File: src/rtl/final_layer_chunked_argmax.sv
`timescale 1ns/1ps
// Chunk-serial BNN output layer: popcount(XNOR(data, weights[c])) per class, argmax out.
// Latency: layer_3_done rises NUM_CLASSES*NUM_CHUNKS en-edges after the accepted start edge.
// Backpressure: en=0 freezes every register; start is ignored unless IDLE, never queued.
module final_layer_chunked_argmax #(
    parameter int NUM_INPUTS  = 196,
    parameter int NUM_CLASSES = 10,
    parameter int CHUNK_W     = 28,
    localparam int NUM_CHUNKS = (NUM_INPUTS + CHUNK_W - 1) / CHUNK_W,
    localparam int CLS_W      = $clog2(NUM_CLASSES),
    localparam int CHK_W      = (NUM_CHUNKS > 1) ? $clog2(NUM_CHUNKS) : 1,
    localparam int SCORE_W    = $clog2(NUM_INPUTS + 1)
) (
    input  logic                  clock,
    input  logic                  reset,
    input  logic                  en,
    input  logic                  start,
    input  logic [NUM_INPUTS-1:0] data_in,
    output logic [CLS_W-1:0]      wt_class,
    output logic [CHK_W-1:0]      wt_chunk,
    input  logic [CHUNK_W-1:0]    wt_data,
    output logic                  busy,
    output logic [CLS_W-1:0]      answer,
    output logic [SCORE_W-1:0]    best_score,
    output logic                  layer_3_done
);

    // Activations are zero-extended to a whole number of chunks so the last
    // (possibly partial) chunk can be sliced like any other.
    localparam int PAD_W = NUM_CHUNKS * CHUNK_W;

    localparam logic [1:0] ST_IDLE  = 2'd0;
    localparam logic [1:0] ST_ACCUM = 2'd1;
    localparam logic [1:0] ST_DONE  = 2'd2;

    localparam logic [CHK_W-1:0] LAST_CHUNK = CHK_W'(NUM_CHUNKS - 1);
    localparam logic [CLS_W-1:0] LAST_CLASS = CLS_W'(NUM_CLASSES - 1);

    logic [1:0]            state;
    logic [NUM_INPUTS-1:0] data_reg;
    logic [SCORE_W-1:0]    acc;

    logic [PAD_W-1:0]      data_pad;
    logic [PAD_W-1:0]      valid_pad;
    logic [CHUNK_W-1:0]    data_chunk;
    logic [CHUNK_W-1:0]    mask_chunk;
    logic [CHUNK_W-1:0]    match;
    logic [SCORE_W-1:0]    pop;
    logic [SCORE_W-1:0]    score;
    logic                  last_chunk;
    logic                  last_class;
    logic                  better;

    // Padded copies of the latched activations and of the "real bit" mask;
    // pad positions are zero in the mask so they never add to a score.
    always_comb begin
        data_pad                   = '0;
        data_pad[NUM_INPUTS-1:0]   = data_reg;
        valid_pad                  = '0;
        valid_pad[NUM_INPUTS-1:0]  = '1;
    end

    // Select the chunk currently addressed by the weight ROM counters.
    always_comb begin
        data_chunk = data_pad[int'(wt_chunk) * CHUNK_W +: CHUNK_W];
        mask_chunk = valid_pad[int'(wt_chunk) * CHUNK_W +: CHUNK_W];
        match      = ~(data_chunk ^ wt_data) & mask_chunk;
    end

    // Popcount of the matching bits in this chunk; fits SCORE_W because
    // CHUNK_W never exceeds NUM_INPUTS.
    always_comb begin
        pop = '0;
        for (int i = 0; i < CHUNK_W; i++) begin
            pop = pop + SCORE_W'(match[i]);
        end
    end

    // Running class score and the argmax decision for the final chunk.
    // Strict greater-than keeps the lowest class index on ties.
    always_comb begin
        score      = acc + pop;
        last_chunk = (wt_chunk == LAST_CHUNK);
        last_class = (wt_class == LAST_CLASS);
        better     = (wt_class == '0) || (score > best_score);
    end

    // Control FSM, accumulator, address counters and result registers.
    always_ff @(posedge clock) begin
        if (reset) begin
            state        <= ST_IDLE;
            data_reg     <= '0;
            acc          <= '0;
            wt_class     <= '0;
            wt_chunk     <= '0;
            busy         <= 1'b0;
            answer       <= '0;
            best_score   <= '0;
            layer_3_done <= 1'b0;
        end else if (en) begin
            case (state)
                ST_IDLE: begin
                    layer_3_done <= 1'b0;
                    if (start) begin
                        data_reg   <= data_in;
                        acc        <= '0;
                        wt_class   <= '0;
                        wt_chunk   <= '0;
                        best_score <= '0;
                        answer     <= '0;
                        busy       <= 1'b1;
                        state      <= ST_ACCUM;
                    end
                end
                ST_ACCUM: begin
                    if (!last_chunk) begin
                        acc      <= score;
                        wt_chunk <= wt_chunk + CHK_W'(1);
                    end else begin
                        acc      <= '0;
                        wt_chunk <= '0;
                        if (better) begin
                            best_score <= score;
                            answer     <= wt_class;
                        end
                        if (last_class) begin
                            // Counters return to zero so the ROM address idles at class 0.
                            wt_class     <= '0;
                            busy         <= 1'b0;
                            layer_3_done <= 1'b1;
                            state        <= ST_DONE;
                        end else begin
                            wt_class <= wt_class + CLS_W'(1);
                        end
                    end
                end
                ST_DONE: begin
                    // The done pulse lasts exactly one en-edge; start here is dropped.
                    layer_3_done <= 1'b0;
                    state        <= ST_IDLE;
                end
                default: begin
                    busy         <= 1'b0;
                    layer_3_done <= 1'b0;
                    state        <= ST_IDLE;
                end
            endcase
        end
    end

endmodule

File: config.mk
export PLATFORM = sky130hd
export DESIGN_NAME = final_layer_chunked_argmax
export DESIGN_NICKNAME = d
export VERILOG_FILES = /design/src/rtl/final_layer_chunked_argmax.sv
export SDC_FILE = /design/constraint.sdc
export NUM_CORES = 1
export LEC_CHECK = 0
export ABC_AREA = 1
export BUFFER_PORTS_ARGS = -buffer_cell sky130_fd_sc_hd__buf_2
export CAP_MARGIN = 20
export CORE_MARGIN = 2
export CORE_UTILIZATION = 30
export CTS_CLUSTER_SIZE = 28
export DETAILED_ROUTE_END_ITERATION = 8
export SETUP_SLACK_MARGIN = 0.02
export SYNTH_ARGS = -nofsm -noshare
export SYNTH_HDL_FRONTEND = slang
export SYNTH_SLANG_ARGS = --single-unit
File: constraint.sdc
create_clock -name clock -period 20.5 [get_ports clock]
set_input_delay 1.025 -clock clock [delete_from_list [all_inputs] [get_ports clock]]
set_output_delay 1.025 -clock clock [all_outputs]
set_load 0.01 [all_outputs]
==> results.md, run 1 <==
| Parameter | Value |
|---|---|
| Final setup viols | 0 |
| Post-route ant nets | 0 |
| Clk_skew | 0.0106 ns |
| Clock edge transition at the registers on the reported setup and hold paths | 0.06 ns |
| Floorplan die area | 38600 sq um |
| Max rail drop VDD | 0.167 mV |
| Kind of start point of the critical path | flip-flop |
| Worst slew margin relative to its limit | 38.9% |
| Starting density of the core | 30.4% |
| Cell with the largest stage delay on the worst path | sky130_fd_sc_hd__dfxtp_1 |
| Die width | 196 um |
| Sequential Power Share | 24.9% |
| Synth-to-Final Area Change | 21.3% |
| Biggest area contributors in the synthesized netlist | sky130_fd_sc_hd__dfxtp_1 41%, sky130_fd_sc_hd__nor2_1 16%, sky130_fd_sc_hd__o21ai_0 12%, sky130_fd_sc_hd__nand2_1 5.5%, sky130_fd_sc_hd__fa_1 4.0% |
| Synthesized Nets | 1859 |
| Final weighted congestion of routability-driven global placement | 0.904 |
| Run status | completed |
| Total overflow reported by the global router | 0 |
| Number of nets at the end of the flow | 2044 |
| RSZ-0062 raised after global routing | false |
| Drt via density | 4.91 |
| Total non-filler cell area in the finished layout | 13500 sq um |
| Number of cells produced by synthesis | 1582 |
| PostCTS Resize Cnt | 0 |
| Clock buffer count from CTS | 26 |
| Internal power | 0.00117 W |
| Post-layout minimum cycle time | 8.39 ns |
| Wire length of the first global-routing pass | 61500 um |
| Critical Path RT | 20.93 ns |
| Fraction of power spent switching nets | 41.8% |
| Number of port buffers | 248 |
| Category of the worst setup path capture point | flip-flop |
| CP max stage delay | 0.66 ns |
| Post-detailed-routing wire length | 40600 um |
| Vias in the first global route | 10700 |
| Share of layout cells above drive strength 1 | 18.0% |
| Switching power | 0.000842 W |
| Worst-skew pair later-pin latency | 0.55 ns |
| Cell at the root of the clock tree | sky130_fd_sc_hd__clkbuf_16 |
| Clock buffer depth | 3 |
| Data arrival time of the critical path | 8.82 ns |
| Class of the worst hold path | flip-flop to flip-flop |
| Number of buffers inserted for hold repair after clock tree synthesis | 0 |
| Total number of clock tree sinks | 227 |
| Detailed-placement wirelength estimate | 31000 um |
| Via count | 11100 |
| Clock share of power | 23.5% |
| Final hold violation count | 0 |
| Count of unique library cells instantiated by Yosys | 37 |
| Post-synth top flop | sky130_fd_sc_hd__dfxtp_1 |
| Number of storage elements in the synthesis netlist | 227 |
| Proportion of synthesized chip area in sequential cells | 40.9% |
| Die height | 196 um |
| Power density over the cells | 149 nW/um^2 |
| Pin count of the biggest net entering global routing | 109 |
| Yosys warning total | 0 |
| Top library cells by usage in the layout, fill and taps aside | 475 x sky130_fd_sc_hd__nor2_1, 266 x sky130_fd_sc_hd__o21ai_0, 248 x sky130_fd_sc_hd__buf_2 |
| DRC violations left | 0 |
| Max-Cap Viols | 0 |
| Largest area contributor in the netlist | sky130_fd_sc_hd__dfxtp_1 |
| Maximum fanout count along the critical path | 37 |
| Area of the core region | 36500 sq um |
| Routed wirelength normalized by instance count | 18.0 um |
| Fmax | 119 MHz |
| Share of power burned in combinational logic | 51.5% |
| H-tree levels | 1 |
| Slew Limit Fails | 0 |
| DRT iter0 DRCs | 812 |
| IO Pins | 249 |
| CTS tree | built |
| Proportion of register bits with asynchronous set or reset after synthesis | 0% |
| Critical path type | flip-flop to flip-flop |
| Number of detailed-routing iterations run before antenna repair | 5 |
| Synth top area share | 40.9% |
| Global router's overall resource usage | 20.8% |
| Most frequent standard cell in the layout excluding fill and tap cells | sky130_fd_sc_hd__nor2_1 |
| Period Utilization, post-route | 40.9% |
| Number of enable flip-flop cells after synthesis | 0 |
| Placement row count | 70 |
| Actual transition at the worst max-transition pin | 0.916 ns |
| Post CTS Setup Buffer Count | 0 |
| Cell area after synthesis | 11100 sq um |
| Setup TNS | 0 ns |
| Mapped Avg Cell Area | 7.02 sq um |
| Cell area reported after detailed placement | 12600 sq um |
| Initial antenna violation count | 5 |
| Pleak | 5.91 nW |
## through the flow
step	worst slack, ns	total power, W	std cells	utilization, %	hold slack, ns
floorplan	13.53	0.00129	1582	-	0.429
global placement	12.35	0.00153	2206	34.4	0.441
detailed placement	12.25	0.00155	2206	34.4	0.444
CTS	12.22	0.00203	2249	36.8	0.453
global route	11.47	0.00223	2254	36.9	0.490
finish	12.12	0.00201	2254	36.9	0.453
## state kept, by name, summed over array words and instances, names as in the netlist
signal        count
wt_class          4
state             2
layer_3_done      1
data_pad        196
wt_chunk          3
answer            4
best_score        8
acc               8
busy              1
## final cells by class
cell class              count  area (sq um)
diodes                      4          10.0
inverters                  96           368
repair buffers            258          1340
flip-flops and latches    227          4550
clock buffers              32           713
fillers                  3901         23100
well taps                 468           586
multi-input cells        1158          5760
clock inverters            11           148
## worst max-delay path, delay by kind of cell (launching register included)
family,cells,cell delay (ns)
adders and majority gates,9,3.94
and+or+nand+nor,13,1.78
buffers and inverters,7,0.99
AOI/OAI and AO/OA,5,0.89
DFF,1,0.66
## metal layers
metal / GRT usage, % / vias to the layer above / wire length, um
li1: - / 5509 / -
met1: 28.9 / 5102 / 18400
met2: 32.5 / 366 / 18000
met3: 3.03 / 79 / 2670
met4: 8.16 / 2 / 1520
met5: 0 / - / 11
## synthesized netlist by cell type (7+ instances only)
cell and number:
sky130_fd_sc_hd__clkbuf_1 56, sky130_fd_sc_hd__dfxtp_1 227, sky130_fd_sc_hd__o211ai_1 10, sky130_fd_sc_hd__nand2_1 163, sky130_fd_sc_hd__a21o_1 17, sky130_fd_sc_hd__nor2_1 475
sky130_fd_sc_hd__inv_2 7, sky130_fd_sc_hd__ha_1 27, sky130_fd_sc_hd__a21oi_1 37, sky130_fd_sc_hd__o21ai_0 266, sky130_fd_sc_hd__nand3_1 53, sky130_fd_sc_hd__a22oi_1 23
sky130_fd_sc_hd__inv_1 88, sky130_fd_sc_hd__buf_1 12, sky130_fd_sc_hd__fa_1 22, sky130_fd_sc_hd__buf_2 24, sky130_fd_sc_hd__o21ai_1 26
## path summary, 6_finish.rpt
kind / from / to / slack [ns] / cells after the start
worst max-delay path: wt_chunk[1]$_SDFFE_PP0P_ / best_score[2]$_SDFFE_PP0P_ / 12.12 / 34
worst min-delay path: data_pad[140]$_SDFFE_PP0P_ / data_pad[140]$_SDFFE_PP0P_ / 0.45 / 2
worst max register to register: wt_chunk[1]$_SDFFE_PP0P_ / best_score[2]$_SDFFE_PP0P_ / 12.12 / 34
worst min register to register: data_pad[140]$_SDFFE_PP0P_ / data_pad[140]$_SDFFE_PP0P_ / 0.45 / 2
## power groups by stage
stage | registers, W | clock network [W] | logic [W]
4_1_cts | 0.000501 | 0.000481 | 0.00105
5_1_grt | 0.000505 | 0.000498 | 0.00123
6_report | 0.000502 | 0.000473 | 0.00104
2_1_floorplan | 0.000503 | 0 | 0.000787
3_3_place_gp | 0.000510 | 0 | 0.00102
3_5_place_dp | 0.000510 | 0 | 0.00104
## cells by family after synthesis
logic type / Yosys count / synth area share, %
and+or+nand+nor: 712 / 25.3
AOI/OAI and AO/OA: 390 / 19.0
DFF: 227 / 40.9
buffers and inverters: 197 / 7.28
adders and majority gates: 49 / 7.01
xor gates and xnor gates: 7 / 0.552
Power figures use the tool's default switching activity.
==> run 2: changes to the inputs <==
Clock period 20.5 ns to 7.16 ns, I/O delays scaled along.
==> run 2 against run 1 <==
Worst setup slack got worse by 12 ns. Cell count is 2.6% higher. First-iteration DRC count grew 11%. Global-route usage decreased by 0.32 points. Sequential power grew to 2.8 times the previous value. Critical endpoint is now answer[2]$_SDFFE_PP0P_. Largest cell class unchanged. Largest power group unchanged.
==> results.md, run 2 (synthesis results as in run 1) <==
| Parameter | Value |
|---|---|
| Run status | completed |
| Post-detailed-routing wire length | 40500 um |
| Flip-flop count of the largest register, all copies and words added | 196 |
| Total power draw | 0.00650 W |
| RSZ-0062 raised after global routing | true |
| Detailed-placement wirelength estimate | 31400 um |
| Total overflow reported by the global router | 0 |
| Reg2Reg Launch Point | wt_chunk[0]$_SDFFE_PP0P_ |
| Number of buffers inserted for hold repair after clock tree synthesis | 0 |
| IO Pins | 249 |
| Cell area reported after detailed placement | 13100 sq um |
| Data arrival time of the critical path | 7.27 ns |
| Max-Cap Viols | 0 |
| Internal power | 0.00388 W |
| Post-layout minimum cycle time | 6.84 ns |
| Worst slew margin relative to its limit | 34.7% |
| # placed instances | 2256 |
| Clock buffer depth | 3 |
| Switching power | 0.00262 W |
| Die height | 196 um |
| H-tree levels | 1 |
| Final weighted congestion of routability-driven global placement | 0.905 |
| Vias in the first global route | 10800 |
| Wire length of the first global-routing pass | 60600 um |
| Starting density of the core | 30.4% |
| Pin count of the biggest net entering global routing | 129 |
| Number of nets at the end of the flow | 2100 |
| DRC violations left | 0 |
| Maximum fanout count along the critical path | 11 |
| Combined area of the multi-input logic cells | 5930 sq um |
| Slew Limit Fails | 0 |
| Number of detailed-routing iterations run before antenna repair | 5 |
| Number of port buffers | 248 |
| Floorplan die area | 38600 sq um |
| Initial antenna violation count | 6 |
| Clk_skew | 0.0256 ns |
| Worst Setup SP | wt_chunk[0]$_SDFFE_PP0P_ |
| Total non-filler cell area in the finished layout | 14200 sq um |
| Sequential Area | 4550 sq um |
| Critical path type | flip-flop to flip-flop |
| Fraction of power spent switching nets | 40.3% |
| Sequential Power Share | 22.0% |
| Fill cells | 3848 |
| Fmax | 146 MHz |
| Synth-to-Final Area Change | 27.9% |
| Via count | 11300 |
| Share of power burned in combinational logic | 57.2% |
| Share of layout cells above drive strength 1 | 22.4% |
| Max rail drop VDD | 0.617 mV |
| Cell at the root of the clock tree | sky130_fd_sc_hd__clkbuf_16 |
| Final setup viols | 0 |
| Worst-skew pair later-pin latency | 0.56 ns |
| Hold wc startpoint | data_in[122] |
| Period Utilization, post-route | 95.5% |
| Clock edge transition at the registers on the reported setup and hold paths | 0.06 ns |
| CTS tree | built |
| Most frequent standard cell in the layout excluding fill and tap cells | sky130_fd_sc_hd__nor2_1 |
| Area of the core region | 36500 sq um |
| Kind of start point of the critical path | flip-flop |
| Pleak | 6.25 nW |
| Total number of clock tree sinks | 227 |
| Global router's overall resource usage | 20.5% |
| Non-filler cells, final | 2312 |
| Final hold violation count | 0 |
| Cell with the largest stage delay on the worst path | sky130_fd_sc_hd__fa_1 |
| CP max stage delay | 0.55 ns |
| Placement row count | 70 |
| Routed wirelength normalized by instance count | 17.5 um |
| Category of the worst setup path capture point | flip-flop |
| Critical Path RT | 7.59 ns |
| Most used cell along the critical path | sky130_fd_sc_hd__fa_1 |
| Clock buffer count from CTS | 26 |
| Actual transition at the worst max-transition pin | 0.980 ns |
| Post-route ant nets | 0 |
| Drt via density | 4.87 |
| Power density over the cells | 458 nW/um^2 |
| DRT iter0 DRCs | 898 |
| Class of the worst hold path | primary input to flip-flop |
| Top library cells by usage in the layout, fill and taps aside | 472 x sky130_fd_sc_hd__nor2_1, 258 x sky130_fd_sc_hd__o21ai_0, 249 x sky130_fd_sc_hd__buf_2 |
| Clock share of power | 20.8% |
| Die width | 196 um |
run 2: path summary, 6_finish.rpt:
check / end / slack, ns / cells after the start
min reg2reg: data_pad[30]$_SDFFE_PP0P_ / 0.46 / 2
max: answer[2]$_SDFFE_PP0P_ / 0.32 / 34
max reg2reg: answer[2]$_SDFFE_PP0P_ / 0.32 / 34
min: data_pad[122]$_SDFFE_PP0P_ / 0.06 / 3
run 2: metal layers:
| layer | track usage, % | part of all wire [%] | up-vias |
|---|---|---|---|
| li1 | - | - | 5627 |
| met1 | 27.8 | 46 | 5191 |
| met2 | 32.2 | 44 | 347 |
| met3 | 3.39 | 6.0 | 88 |
| met4 | 8.81 | 4.5 | 4 |
| met5 | 0 | 0.062 | - |
run 2: critical path: cells and delay by family, from the launching register on:
| family | cells | cell delay [ns] |
|---|---|---|
| buffers and inverters | 7 | 0.65 |
| and+or+nand+nor | 13 | 1.13 |
| AOI/OAI and AO/OA | 5 | 0.69 |
| adders and majority gates | 9 | 3.86 |
| DFF | 1 | 0.37 |
run 2: through the flow:
| step | setup TNS (ns) | hold slack [ns] | utilization [%] | setup slack (ns) |
|---|---|---|---|---|
| 2_1_floorplan | 0 | 0.429 | - | 0.189 |
| 3_3_place_gp | -0.713 | 0.445 | 35.8 | -0.120 |
| 3_5_place_dp | -1.32 | 0.453 | 35.8 | -0.151 |
| 4_1_cts | 0 | 0.0348 | 38.3 | 0.0258 |
| 5_1_grt | 0 | 0.0560 | 38.9 | 0.00656 |
| 6_report | 0 | 0.0574 | 38.9 | 0.323 |
run 2: power by group through the flow:
stage | clock network [W] | logic [W] | registers, W
finish | 0.00135 | 0.00372 | 0.00143
global route | 0.00144 | 0.00426 | 0.00144
CTS | 0.00138 | 0.00326 | 0.00143
detailed placement | 0 | 0.00322 | 0.00146
global placement | 0 | 0.00318 | 0.00146
floorplan | 0 | 0.00225 | 0.00144
run 2: final cells by class:
class	count	share of cell area, %
clock buffer	36	4.98
sequential	227	32.0
tap	468	4.12
multi-input combinational	1158	41.7
clock inverter	11	1.20
antenna	2	0.0352
inverter	96	2.60
timing repair buffer	314	13.3
run 2: repair_timing:
item                                    CTS  global route
resized for setup                        10            50
pin swaps                                 9            31
hold endpoints to repair                  0             0
cloned                                    0             1
buffers inserted                          3             4
endpoints found under the setup margin   12            12
==> run 3: changes to the inputs <==
Settings changed: CTS_BUF_LIST set to sky130_fd_sc_hd__clkbuf_4, GPL_TIMING_DRIVEN set to 0.
==> run 3 against run 2 <==
Hold slack got worse by 0.028 ns. Count of clock-buffer cells in the layout increased by 47. The run now ends with negative setup slack left. Flip-flop and latch count unchanged. Sequential share of layout area is 3.7 points lower. Maximum frequency decreased by 5.1%. Wire length increased by 15%.
==> results.md, run 3 (synthesis results as in run 1) <==
| Parameter | Value |
|---|---|
| Total overflow reported by the global router | 0 |
| Max-Cap Viols | 0 |
| Number of detailed-routing iterations run before antenna repair | 5 |
| H-tree levels | 2 |
| Maximum fanout count along the critical path | 10 |
| Failing checks | negative setup slack |
| Count of buffer and inverter cells on the critical path | 8 |
| Worst path setup slack after routing | -0.0443 ns |
| Most frequent standard cell in the layout excluding fill and tap cells | sky130_fd_sc_hd__nor2_1 |
| Post-layout minimum cycle time | 7.20 ns |
| Clock edge transition at the registers on the reported setup and hold paths | 0.07 ns |
| Global router's overall resource usage | 23.6% |
| Kind of start point of the critical path | flip-flop |
| Combined area of the multi-input logic cells | 6020 sq um |
| Slew Limit Fails | 0 |
| Cell area reported after detailed placement | 12900 sq um |
| Class of the worst hold path | primary input to flip-flop |
| Flip-flop count of the largest register, all copies and words added | 196 |
| Sequential Area | 4560 sq um |
| Wire length of the first global-routing pass | 68800 um |
| Post-route ant nets | 0 |
| Category of the worst setup path capture point | flip-flop |
| Vias in the first global route | 12400 |
| Final setup viols | 10 |
| Via count | 12600 |
| Family of cells with the greatest summed delay on the critical path | adder cells |
| Run status | finished with violations |
| CTS tree | built |
| Total power draw | 0.00658 W |
| IO Pins | 249 |
| Placement row count | 70 |
| Die height | 196 um |
| Post-detailed-routing wire length | 46500 um |
| Number of port buffers | 248 |
| Starting density of the core | 30.4% |
| Share of layout cells above drive strength 1 | 22.2% |
| Die width | 196 um |
| Worst-skew pair later-pin latency | 0.75 ns |
| Floorplan die area | 38600 sq um |
| Clock buffer count from CTS | 59 |
| Area of the core region | 36500 sq um |
| Clk_skew | 0.0621 ns |
| Initial antenna violation count | 5 |
| Fill cells | 3694 |
| Most used cell along the critical path | sky130_fd_sc_hd__fa_1 |
| DRC violations left | 0 |
| Number of nets at the end of the flow | 2375 |
| Total non-filler cell area in the finished layout | 16100 sq um |
| Critical path type | flip-flop to flip-flop |
| Synth-to-Final Area Change | 44.8% |
| Pleak | 7.12 nW |
| RSZ-0062 raised after global routing | true |
| Clock buffer depth | 3 |
| Total number of clock tree sinks | 227 |
| Final hold violation count | 0 |
| Power density over the cells | 409 nW/um^2 |
| Cell at the root of the clock tree | sky130_fd_sc_hd__clkbuf_4 |
| DRT iter0 DRCs | 963 |
| Cell with the largest stage delay on the worst path | sky130_fd_sc_hd__fa_1 |
| Drt via density | 4.84 |
| Pin count of the biggest net entering global routing | 17 |
| Routed wirelength normalized by instance count | 17.9 um |
| Actual transition at the worst max-transition pin | 1.04 ns |
| Critical Path RT | 7.75 ns |
| Worst slew margin relative to its limit | 29.6% |
| Final weighted congestion of routability-driven global placement | 0.929 |
| Max rail drop VDD | 0.826 mV |
| Data arrival time of the critical path | 7.79 ns |
| Min Hold Slack | 0.0297 ns |
| Top library cells by usage in the layout, fill and taps aside | 472 x sky130_fd_sc_hd__nor2_1, 262 x sky130_fd_sc_hd__buf_2, 258 x sky130_fd_sc_hd__o21ai_0 |
| CP max stage delay | 0.59 ns |
| Fmax | 139 MHz |
| Period Utilization, post-route | 101% |
| Detailed-placement wirelength estimate | 35400 um |
run 3: routing by layer:
layer / vias to the layer above / wire (um) / global-route usage, %
met5: - / 37 / 0
met4: 6 / 1820 / 9.96
met3: 104 / 3440 / 4.45
met2: 517 / 21300 / 39.3
met1: 5773 / 19900 / 29.8
li1: 6206 / - / -
run 3: path summary, 6_finish.rpt:
check	startpoint	end	slack, ns	cells after the start
worst max-delay path	wt_chunk[0]$_SDFFE_PP0P_	best_score[4]$_SDFFE_PP0P_	-0.04	35
worst min-delay path	data_in[141]	data_pad[141]$_SDFFE_PP0P_	0.03	3
worst min register to register	layer_3_done$_SDFFE_PP0P_	layer_3_done$_SDFFE_PP0P_	0.46	2
worst max register to register	wt_chunk[0]$_SDFFE_PP0P_	best_score[4]$_SDFFE_PP0P_	-0.04	35
run 3: final cells by class:
type / count / share of cell area (%)
Inverter: 96 / 2.27
Tap cell: 468 / 3.64
Multi-Input combinational cell: 1158 / 37.4
Timing Repair Buffer: 455 / 20.7
Clock buffer: 83 / 3.87
Clock inverter: 12 / 0.319
Antenna cell: 2 / 0.0311
Buffer: 101 / 3.47
Sequential cell: 227 / 28.3
run 3: power breakdown:
part	leakage (nW)	total, W	switching [W]	internal (W)
Sequential	1.87	0.00143	0.0000615	0.00137
Clock	0.411	0.00107	0.000546	0.000526
Combinational	4.84	0.00408	0.00226	0.00182
Total	7.12	0.00658	0.00287	0.00371
run 3: metrics by stage:
stage               cells  setup slack (ns)  TNS [ns]  utilization (%)
floorplan            1582             0.189         0                -
global placement     2298            -0.919    -10.24             35.4
detailed placement   2298             -1.03    -11.41             35.4
CTS                  2595            0.0245         0             43.4
global route         2602            -0.294     -3.21             44.0
finish               2602           -0.0443    -0.306             44.0
run 3: repair_timing:
action,4_1_cts,5_1_grt
setup buffers,9,5
setup endpoints to repair,12,12
endpoints found under the hold margin,191,0
cloned,3,0
gates resized for setup,77,51
pin swaps,20,29
hold buffers,190,0
run 3: worst reg2reg max path, delay by kind of cell, from the launching register on:
family	cells	cell delay (ns)
buf+inv	8	0.84
simple gates	13	1.23
flops	1	0.41
fa+ha+maj	9	3.94
compound gates	5	0.63
